[config.mk]
export PLATFORM = sky130hd
export DESIGN_NAME = digit_serial_addsub_flat
export DESIGN_NICKNAME = d
export VERILOG_FILES = /design/src/rtl/addsub_pkg.sv /design/src/rtl/digit_serial_addsub_if.sv /design/src/rtl/digit_adder.sv /design/src/rtl/fullAdder.sv /design/src/rtl/digit_serial_addsub.sv /design/src/flat_wrapper.sv
export SDC_FILE = /design/constraint.sdc
export NUM_CORES = 1
export LEC_CHECK = 0
export BUFFER_PORTS_ARGS = -buffer_cell sky130_fd_sc_hd__clkbuf_2
export CAP_MARGIN = 20
export CORE_MARGIN = 1.5
export CORE_UTILIZATION = 35
export DETAILED_ROUTE_END_ITERATION = 16
export GPL_ROUTABILITY_DRIVEN = 1
export PLACE_DENSITY_LB_ADDON = 0.1
export SYNTH_ARGS = -nofsm -noshare
export SYNTH_HDL_FRONTEND = slang
export SYNTH_SLANG_ARGS = --single-unit
export TNS_END_PERCENT = 30
[constraint.sdc]
create_clock -name clk -period 1.8 [get_ports clk]
set_clock_uncertainty 0.1 [all_clocks]
set_input_delay 0.54 -clock clk [delete_from_list [all_inputs] [get_ports clk]]
set_output_delay 0.54 -clock clk [all_outputs]
set_load 0.1 [all_outputs]
[src/rtl/addsub_pkg.sv]
// Shared definitions for the digit-serial adder/subtractor: FSM encoding and
// a constant-function log2 used to size the step counter.
package addsub_pkg;

  typedef enum logic [1:0] {
    IDLE = 2'd0,
    RUN  = 2'd1,
    DONE = 2'd2
  } state_t;

  function automatic int clog2(input int n);
    int r;
    r = 0;
    for (int v = n - 1; v > 0; v = v >> 1) r++;
    return r;
  endfunction

endpackage

[src/rtl/digit_serial_addsub_if.sv]
// Operand/result handshake bundle between a producer/consumer (master) and
// the digit-serial adder/subtractor (slave).
interface digit_serial_addsub_if #(
  parameter int WIDTH = 8
);
  logic             in_valid;
  logic             in_ready;
  logic [WIDTH-1:0] a;
  logic [WIDTH-1:0] b;
  logic             sub;
  logic             out_valid;
  logic             out_ready;
  logic [WIDTH-1:0] sum;
  logic             carry_out;
  logic             overflow;
  logic             zero;

  modport master (
    output in_valid, a, b, sub, out_ready,
    input  in_ready, out_valid, sum, carry_out, overflow, zero
  );

  modport slave (
    input  in_valid, a, b, sub, out_ready,
    output in_ready, out_valid, sum, carry_out, overflow, zero
  );
endinterface

[src/rtl/digit_adder.sv]
// Combinational DIGIT-bit ripple adder; also exposes the carry into its top
// bit so the caller can derive signed overflow on the final digit.
module digit_adder #(
  parameter int DIGIT = 2
) (
  input  logic [DIGIT-1:0] a,
  input  logic [DIGIT-1:0] b,
  input  logic             cin,
  output logic [DIGIT-1:0] s,
  output logic             cout,
  output logic             cmsb
);
  logic [DIGIT:0] c;

  assign c[0] = cin;

  generate
    for (genvar gi = 0; gi < DIGIT; gi++) begin : g_fa
      fullAdder u_fa (
        .a   (a[gi]),
        .b   (b[gi]),
        .cin (c[gi]),
        .s   (s[gi]),
        .cout(c[gi+1])
      );
    end
  endgenerate

  assign cout = c[DIGIT];
  assign cmsb = c[DIGIT-1];
endmodule

[src/rtl/fullAdder.sv]
// One-bit full adder cell, the building block of the digit ripple.
module fullAdder (
  input  logic a,
  input  logic b,
  input  logic cin,
  output logic s,
  output logic cout
);
  assign s    = a ^ b ^ cin;
  assign cout = (a & b) | (cin & (a ^ b));
endmodule

[src/rtl/digit_serial_addsub.sv]
// Multi-cycle two's-complement adder/subtractor: consumes DIGIT bits per clock,
// LSB digit first, with the carry held in a register between cycles.
module digit_serial_addsub
  import addsub_pkg::*;
#(
  parameter int WIDTH = 8,
  parameter int DIGIT = 2
) (
  input  logic                 clk,
  input  logic                 rst_n,
  digit_serial_addsub_if.slave bus
);
  generate
    if (WIDTH < 1 || DIGIT < 1 || (WIDTH % DIGIT) != 0) begin : g_bad_param
      $error("digit_serial_addsub: DIGIT must be >=1 and divide WIDTH");
    end
  endgenerate

  localparam int STEPS = WIDTH / DIGIT;
  localparam int CW    = (clog2(STEPS) < 1) ? 1 : clog2(STEPS);

  state_t           state_q, state_d;
  logic [WIDTH-1:0] a_q, a_d, b_q, b_d, sum_q, sum_d;
  logic             carry_q, carry_d;
  logic [CW-1:0]    cnt_q, cnt_d;
  logic             co_q, co_d, ov_q, ov_d, zero_q, zero_d;

  logic [DIGIT-1:0] dig_s;
  logic             dig_cout, dig_cmsb;
  logic [WIDTH-1:0] sum_shift;
  logic             last_step;

  digit_adder #(.DIGIT(DIGIT)) u_digit (
    .a   (a_q[DIGIT-1:0]),
    .b   (b_q[DIGIT-1:0]),
    .cin (carry_q),
    .s   (dig_s),
    .cout(dig_cout),
    .cmsb(dig_cmsb)
  );

  // New digit enters at the top so the word is aligned after STEPS shifts.
  generate
    if (STEPS == 1) begin : g_one_step
      assign sum_shift = dig_s;
    end else begin : g_multi_step
      assign sum_shift = {dig_s, sum_q[WIDTH-1:DIGIT]};
    end
  endgenerate

  assign last_step = (cnt_q == CW'(STEPS - 1));

  always_ff @(posedge clk or negedge rst_n) begin
    if (!rst_n) state_q <= IDLE;
    else        state_q <= state_d;
  end

  always_comb begin
    state_d = state_q;
    case (state_q)
      IDLE:    if (bus.in_valid) state_d = RUN;
      RUN:     if (last_step) state_d = DONE;
      DONE:    if (bus.out_ready) state_d = IDLE;
      default: state_d = IDLE;
    endcase
  end

  always_comb begin
    bus.in_ready  = (state_q == IDLE);
    bus.out_valid = (state_q == DONE);
  end

  // Subtraction is a + ~b + 1: the +1 rides in as the initial carry.
  always_comb begin
    a_d     = a_q;
    b_d     = b_q;
    sum_d   = sum_q;
    carry_d = carry_q;
    cnt_d   = cnt_q;
    co_d    = co_q;
    ov_d    = ov_q;
    zero_d  = zero_q;
    case (state_q)
      IDLE: begin
        if (bus.in_valid) begin
          a_d     = bus.a;
          b_d     = bus.sub ? ~bus.b : bus.b;
          carry_d = bus.sub;
          cnt_d   = '0;
        end
      end
      RUN: begin
        a_d     = a_q >> DIGIT;
        b_d     = b_q >> DIGIT;
        sum_d   = sum_shift;
        carry_d = dig_cout;
        cnt_d   = cnt_q + CW'(1);
        if (last_step) begin
          co_d   = dig_cout;
          ov_d   = dig_cout ^ dig_cmsb;
          zero_d = (sum_shift == '0);
        end
      end
      default: ;
    endcase
  end

  always_ff @(posedge clk or negedge rst_n) begin
    if (!rst_n) begin
      a_q     <= '0;
      b_q     <= '0;
      sum_q   <= '0;
      carry_q <= 1'b0;
      cnt_q   <= '0;
      co_q    <= 1'b0;
      ov_q    <= 1'b0;
      zero_q  <= 1'b0;
    end else begin
      a_q     <= a_d;
      b_q     <= b_d;
      sum_q   <= sum_d;
      carry_q <= carry_d;
      cnt_q   <= cnt_d;
      co_q    <= co_d;
      ov_q    <= ov_d;
      zero_q  <= zero_d;
    end
  end

  assign bus.sum       = sum_q;
  assign bus.carry_out = co_q;
  assign bus.overflow  = ov_q;
  assign bus.zero      = zero_q;
endmodule
[src/flat_wrapper.sv]
// flat-port wrapper written by rule: the top's interface ports become plain ports
module digit_serial_addsub_flat import addsub_pkg::*;
#(
  parameter int WIDTH = 8,
  parameter int DIGIT = 2
)
  (clk, rst_n, bus_in_valid, bus_a, bus_b, bus_sub, bus_out_ready, bus_in_ready, bus_out_valid, bus_sum, bus_carry_out, bus_overflow, bus_zero);
  digit_serial_addsub_if #(.WIDTH(WIDTH)) bus_i ();
  input  logic clk;
  input  logic rst_n;
  input wire logic [$bits(bus_i.in_valid)-1:0] bus_in_valid;
  input wire logic [$bits(bus_i.a)-1:0] bus_a;
  input wire logic [$bits(bus_i.b)-1:0] bus_b;
  input wire logic [$bits(bus_i.sub)-1:0] bus_sub;
  input wire logic [$bits(bus_i.out_ready)-1:0] bus_out_ready;
  output wire logic [$bits(bus_i.in_ready)-1:0] bus_in_ready;
  output wire logic [$bits(bus_i.out_valid)-1:0] bus_out_valid;
  output wire logic [$bits(bus_i.sum)-1:0] bus_sum;
  output wire logic [$bits(bus_i.carry_out)-1:0] bus_carry_out;
  output wire logic [$bits(bus_i.overflow)-1:0] bus_overflow;
  output wire logic [$bits(bus_i.zero)-1:0] bus_zero;
  assign bus_i.in_valid = bus_in_valid;
  assign bus_i.a = bus_a;
  assign bus_i.b = bus_b;
  assign bus_i.sub = bus_sub;
  assign bus_i.out_ready = bus_out_ready;
  assign bus_in_ready = bus_i.in_ready;
  assign bus_out_valid = bus_i.out_valid;
  assign bus_sum = bus_i.sum;
  assign bus_carry_out = bus_i.carry_out;
  assign bus_overflow = bus_i.overflow;
  assign bus_zero = bus_i.zero;
  digit_serial_addsub #(.WIDTH(WIDTH), .DIGIT(DIGIT)) u_core (.clk(clk), .rst_n(rst_n), .bus(bus_i));
endmodule
==> metrics.md, run 1 <==
| Metric | Value |
|---|---|
| Status | `finished clean` |
| Fillers | `438` |
| Nature of the critical path endpoint | `primary output` |
| Max-slew headroom | `66.2%` |
| Maximum VDD drop | `0.926 mV` |
| Layout cells sized above 1 | `28.6%` |
| RSZ-0062 raised after global routing | `true` |
| Clk sink count | `32` |
| Lkg Pwr | `0.982 nW` |
| Vias in the first global route | `1,308` |
| DRT antenna net count | `0` |
| H-tree levels | `2` |
| # DRC | `0` |
| Clock share of power | `13.0%` |
| Commonest cells in the synthesized netlist | `32 x dfrtp_1, 32 x nand2_1, 18 x o21ai_0, 10 x inv_1` |
| Largest net degree at the start of global routing | `33` |
| Synthesized flop and latch total | `32` |
| Post-route cell area | `0.00210 sq mm` |
| Crit path max fanout | `3` |
| Hpwl dp | `2520 um` |
| Placed Cells | `249` |
| Non-Filler Instances | `258` |
| Fmax | `0.559 GHz` |
| Vias per inst | `4.96` |
| Unique masters post-synth | `27` |
| GRT Util Overall | `15.0%` |
| Detailed-route via count | `1,279` |
| Deepest clock path buffer count | `2` |
| Logic gate share of total power | `58.1%` |
| Crit path DAT | `1.15 ns` |
| Syn Std Cell Area | `0.00156 sq mm` |
| Final setup fails | `0` |
| Tightest Pin Transition | `0.507 ns` |
| Critical-path top delay cell | `dfrtp_1` |
| Mean Syn Cell Area | `9.74 sq um` |
| Placer Congestion | `0.847` |
| Final Max Slew Viols | `0` |
| Sequential area share after synthesis | `51.4%` |
| EDFF count, synth | `0` |
| Power per standard cell area | `2080 mW/mm^2` |
| Fin crit period | `1.79 ns` |
| Worst Hold Class | `input port to async pin` |
| Req. time, crit path | `1.16 ns` |
| Total power | `4.38 mW` |
| Area contributors post-synth | `dfrtp_1 51%, nand2_1 7.7%, o21ai_0 5.8%, xnor2_1 3.9%, a22oi_1 2.9%` |
| Global-route wire length before repair | `5880 um` |
| Switching Share | `48.8%` |
| Aggregate routed wire length | `3440 um` |
| Grt ovf | `0` |
| First-pass DRT Iterations | `4` |
| Die Span X | `69.7 um` |
| Max Cap Viol | `0` |
| Die Ht | `69.7 um` |
| Crit-path max cell delay | `0.40 ns` |
| Die area | `0.00486 sq mm` |
| Starting Density | `36.1%` |
| CTS tree | `built` |
| CTS buffer count | `5` |
| Synth warn | `0` |
| CTS root buffer | `clkbuf_8` |
| Period utilisation layout | `99.3%` |
| Final nets | `229` |
| Number of DRC markers in iteration 0 | `54` |
| Clk slew on worst S/H paths | `0.07 ns` |
| Synth top area share | `51.4%` |
| Switching power total | `2.14 mW` |
| Antenna violations before repair | `0` |
| # rows | `24` |
| DR WL/cell | `13.3 um` |
| Nature of the critical path startpoint | `register` |
| Sequential Power Share | `28.8%` |
| Setup WS pre-CTS | `-0.0497 ns` |
| Async S/R FF share, synth | `100%` |
| Synth Net Count | `184` |
| Port bufs | `33` |
| Top_reg_cell synth | `dfrtp_1` |
| Worst setup margin | `0.0123 ns` |
| Final hold viol count | `0` |
| Crit-path cells | `nand2b_1 > clkinvlp_4 > buf_12` |
| Clk_lat worst skew | `0.28 ns` |
| CTS Hold Buffers Added | `0` |
| ANT cells | `0` |
| Core Region | `0.00432 sq mm` |
| WS Path Type | `register to primary output` |
| DP Area | `0.00199 sq mm` |
| Cells after Synth | `160` |
| Area Overhead vs Synth | `34.9%` |
| IO Pins | `34` |
| Area leader, netlist | `dfrtp_1` |
| Internal power | `2.24 mW` |
## through the flow
step | hold WS (ns) | utilization [%] | setup TNS, ns
5_1_grt | 0.208 | 48.6 | -0.105
2_1_floorplan | 0.144 | - | -0.110
3_3_place_gp | 0.361 | 46.1 | 0
6_report | 0.178 | 48.6 | 0
3_5_place_dp | 0.364 | 46.1 | -0.0615
4_1_cts | 0.187 | 48.6 | -0.00619
## final cells by class
cell class	count	area [sq um]	area share, %
inverters	10	41.3	1.96
clock buffers	6	82.6	3.93
flip-flops and latches	32	801	38.1
repair buffers	48	418	19.9
clock inverters	2	10.0	0.476
multi-input cells	108	686	32.6
well taps	52	65.1	3.09
## registers in the layout, summed over array words and instances (netlist names)
register,count
u_core.state_q,2
u_core.bus.carry_out,1
u_core.bus.sum,8
u_core.carry_q,1
u_core.b_q,8
u_core.cnt_q,2
u_core.a_q,8
u_core.bus.zero,1
u_core.bus.overflow,1
## critical path, delay by kind of cell, from the launching register on
family | cells | cell delay (ns)
buffers and inverters | 2 | 0.26
AND/OR/NAND/NOR | 1 | 0.20
flip-flops | 1 | 0.40
## metal layers
layer  global-route usage (%)  up-vias  part of all wire (%)
met5                        0        -                     0
met4                     3.85        0                  0.84
met3                     4.94        4                   4.7
met2                     24.0       30                    48
met1                     19.8      606                    47
li1                         -      639                     -
## layout by cell type (no fill, tap or decap), types with 2 or more instances in the layout
cell type	n
nand2b_1	2
buf_6	2
a21oi_1	7
clkbuf_8	6
a2bb2oi_1	4
clkbuf_2	20
xnor2_1	7
o221ai_1	2
inv_1	9
xor2_1	2
dfrtp_1	32
buf_12	8
a221o_1	4
clkinv_2	2
o32ai_1	4
buf_4	18
a22oi_1	6
nand2_1	32
nor2b_1	5
o21ai_0	17
and2b_1	4
## timing repair
| action | CTS | global route |
|---|---|---|
| setup buffers | 1 | 0 |
| hold endpoints to repair | 0 | 0 |
| cloned | 0 | 0 |
| gates resized for setup | 4 | 0 |
| setup endpoints to repair | 4 | 4 |
## path summary, 6_finish.rpt
path / start / end / slack [ns] / cells after the start
min in group clk: bus_out_ready / u_core.state_q[1] / 0.36 / 2
hold / removal: rst_n / u_core.bus.sum[1] / 0.18 / 2
max in group asynchronous: rst_n / u_core.state_q[1] / 1.12 / 2
setup reg to reg: u_core.b_q[0] / u_core.bus.overflow / 0.06 / 5
hold reg to reg: u_core.bus.sum[1] / u_core.bus.sum[1] / 0.38 / 2
setup / recovery: u_core.state_q[0] / bus_out_valid / 0.01 / 3
## logic make-up after synthesis
| kind of cell | count (synthesis) | synth area share (%) |
|---|---|---|
| simple gates | 49 | 14.8 |
| fa+ha+maj | 3 | 3.37 |
| xor+xnor | 9 | 5.06 |
| buf+inv | 20 | 5.30 |
| compound gates | 47 | 20.1 |
| flops | 32 | 51.4 |
## power by group through the flow
| stage | sequential, mW | clock (mW) | combinational [mW] |
|---|---|---|---|
| 2_1_floorplan | 1.97 | 0 | 0.976 |
| 3_3_place_gp | 1.26 | 0 | 2.51 |
| 3_5_place_dp | 1.28 | 0 | 2.53 |
| 4_1_cts | 1.26 | 0.597 | 2.57 |
| 5_1_grt | 1.30 | 0.626 | 2.73 |
| 6_report | 1.26 | 0.571 | 2.55 |
Power figures use the tool's default switching activity.
==> run 2, diff against run 1 <==
Settings changed: BUFFER_PORTS_ARGS -buffer_cell sky130_fd_sc_hd__clkbuf_2 to unset, CORE_UTILIZATION 35 to 40, DONT_BUFFER_PORTS set to 1, GPL_TIMING_DRIVEN set to 0.
==> run 2 against run 1 <==
The flow now finishes with violations (setup timing); highest routed layer unchanged; cell count is 13% lower; hold slack better by 0.085 ns; worst setup slack worse by 0.28 ns; register-to-register slack hardly changed; non-clock buffer count is 28 lower; critical path depth stayed put; global-route usage is 5.0 points higher; utilization is 2.3 points higher.
==> metrics.md, run 2 (synthesis gave the netlist of run 1 again) <==
| Metric | Value |
|---|---|
| Core Region | `0.00369 sq mm` |
| Placer Congestion | `0.730` |
| Starting Density | `42.3%` |
| Global-route wire length before repair | `6310 um` |
| Final nets | `201` |
| Number of DRC markers in iteration 0 | `66` |
| Crit-path max cell delay | `0.47 ns` |
| Fmax | `0.482 GHz` |
| Crit path DAT | `1.43 ns` |
| Area Overhead vs Synth | `20.6%` |
| Failing checks | `setup timing` |
| # DRC | `0` |
| DR WL/cell | `16.3 um` |
| CTS tree | `built` |
| WS Path Type | `register to primary output` |
| Detailed-route via count | `1,236` |
| Final setup fails | `2` |
| Max Cap Viol | `0` |
| Clk slew on worst S/H paths | `0.07 ns` |
| Worst Path Buf+Inv | `2` |
| Crit path max fanout | `4` |
| Most common cell after layout, fill and taps aside | `nand2_1` |
| Deepest clock path buffer count | `2` |
| Die Span X | `65.4 um` |
| Vias per inst | `5.49` |
| Die Ht | `65.4 um` |
| Commonest non-fill, non-tap cells in the layout | `32 x nand2_1, 21 x dfrtp_1, 17 x o21ai_0` |
| Nature of the critical path endpoint | `primary output` |
| Critical-path top delay cell | `nor2_4` |
| Antenna violations before repair | `0` |
| Post-route cell area | `0.00188 sq mm` |
| Status | `complete, but fails checks` |
| Max-slew headroom | `59.3%` |
| Die area | `0.00428 sq mm` |
| Fin crit period | `2.07 ns` |
| Req. time, crit path | `1.16 ns` |
| IO Pins | `34` |
| Hold depth | `1` |
| Layout cells sized above 1 | `22.0%` |
| Clk_lat worst skew | `0.28 ns` |
| Reg2reg path depth | `5` |
| Largest net degree at the start of global routing | `33` |
| Hpwl dp | `2480 um` |
| Final Max Slew Viols | `0` |
| CP top delay family | `simple AND/OR/NAND/NOR gates` |
| Worst setup margin | `-0.273 ns` |
| Nature of the critical path startpoint | `register` |
| ANT cells | `0` |
| DP Area | `0.00163 sq mm` |
| First-pass DRT Iterations | `4` |
| CTS buffer count | `5` |
| H-tree levels | `2` |
| Grt ovf | `0` |
| WP depth | `3` |
| Post-Route Utilization | `51.0%` |
| RSZ-0062 raised after global routing | `true` |
| Vias in the first global route | `1,318` |
| Clk sink count | `32` |
| CTS root buffer | `clkbuf_8` |
| Period utilisation layout | `115%` |
| Setup WS pre-CTS | `-0.300 ns` |
| # rows | `22` |
| GRT Util Overall | `20.0%` |
| Worst Hold Class | `input port to register` |
| DRT antenna net count | `0` |
| Aggregate routed wire length | `3670 um` |
| Tightest Pin Transition | `0.608 ns` |
| Final hold viol count | `0` |
| Crit-path cells | `buf_6 > clkbuf_16 > nor2_4` |
| Port bufs | `0` |
run 2: changes by cell type in the layout (fill, tap and decap cells not counted), sizes merged:
cell	change
dlygate4sd3	+1
buf	-12
clkbuf	-16
clkinv	-2
run 2: what timing repair did:
action / CTS / global route
resized for setup: 24 / 2
hold endpoints to repair: 32 / 0
setup endpoints to repair: 15 / 4
hold buffers: 2 / 0
setup buffers: 8 / 0
pin swaps: 1 / 0
run 2: metrics by stage:
stage          hold WS (ns)  instances  TNS, ns
5_1_grt               0.254        225   -0.694
3_3_place_gp          0.145        208   -0.420
3_5_place_dp          0.145        208   -0.436
2_1_floorplan         0.144        160   -0.110
4_1_cts               0.263        225   -0.482
6_report              0.263        225   -0.512
run 2: area by class of cell:
| type | instances | area, sq um |
|---|---|---|
| Inverter | 10 | 41.3 |
| Clock buffer | 7 | 96.3 |
| Timing Repair Buffer | 10 | 90.1 |
| Multi-Input combinational cell | 108 | 688 |
| Sequential cell | 32 | 815 |
| Tap cell | 48 | 60.1 |
| Buffer | 10 | 90.1 |
| Fill cell | 358 | 1810 |
run 2: path summary, 6_finish.rpt:
kind	startpoint	end	slack [ns]
setup / recovery	u_core.state_q[0]	bus_in_ready	-0.27
hold / removal	bus_out_ready	u_core.state_q[1]	0.26
setup reg to reg	u_core.a_q[0]	u_core.bus.zero	0.06
hold reg to reg	u_core.a_q[3]	u_core.a_q[3]	0.38
max in group asynchronous	rst_n	u_core.bus.carry_out	0.81
min in group asynchronous	rst_n	u_core.bus.sum[1]	0.60
run 2: per-layer routing:
metal  wire, um  GRT usage (%)
met5          0              0
met4         70           9.38
met3        173           4.97
met2       1800           32.0
met1       1630           25.4
Power of run 2 is not shown: default switching activity piles up to over one toggle a cycle in this logic, so the estimate is an artifact.
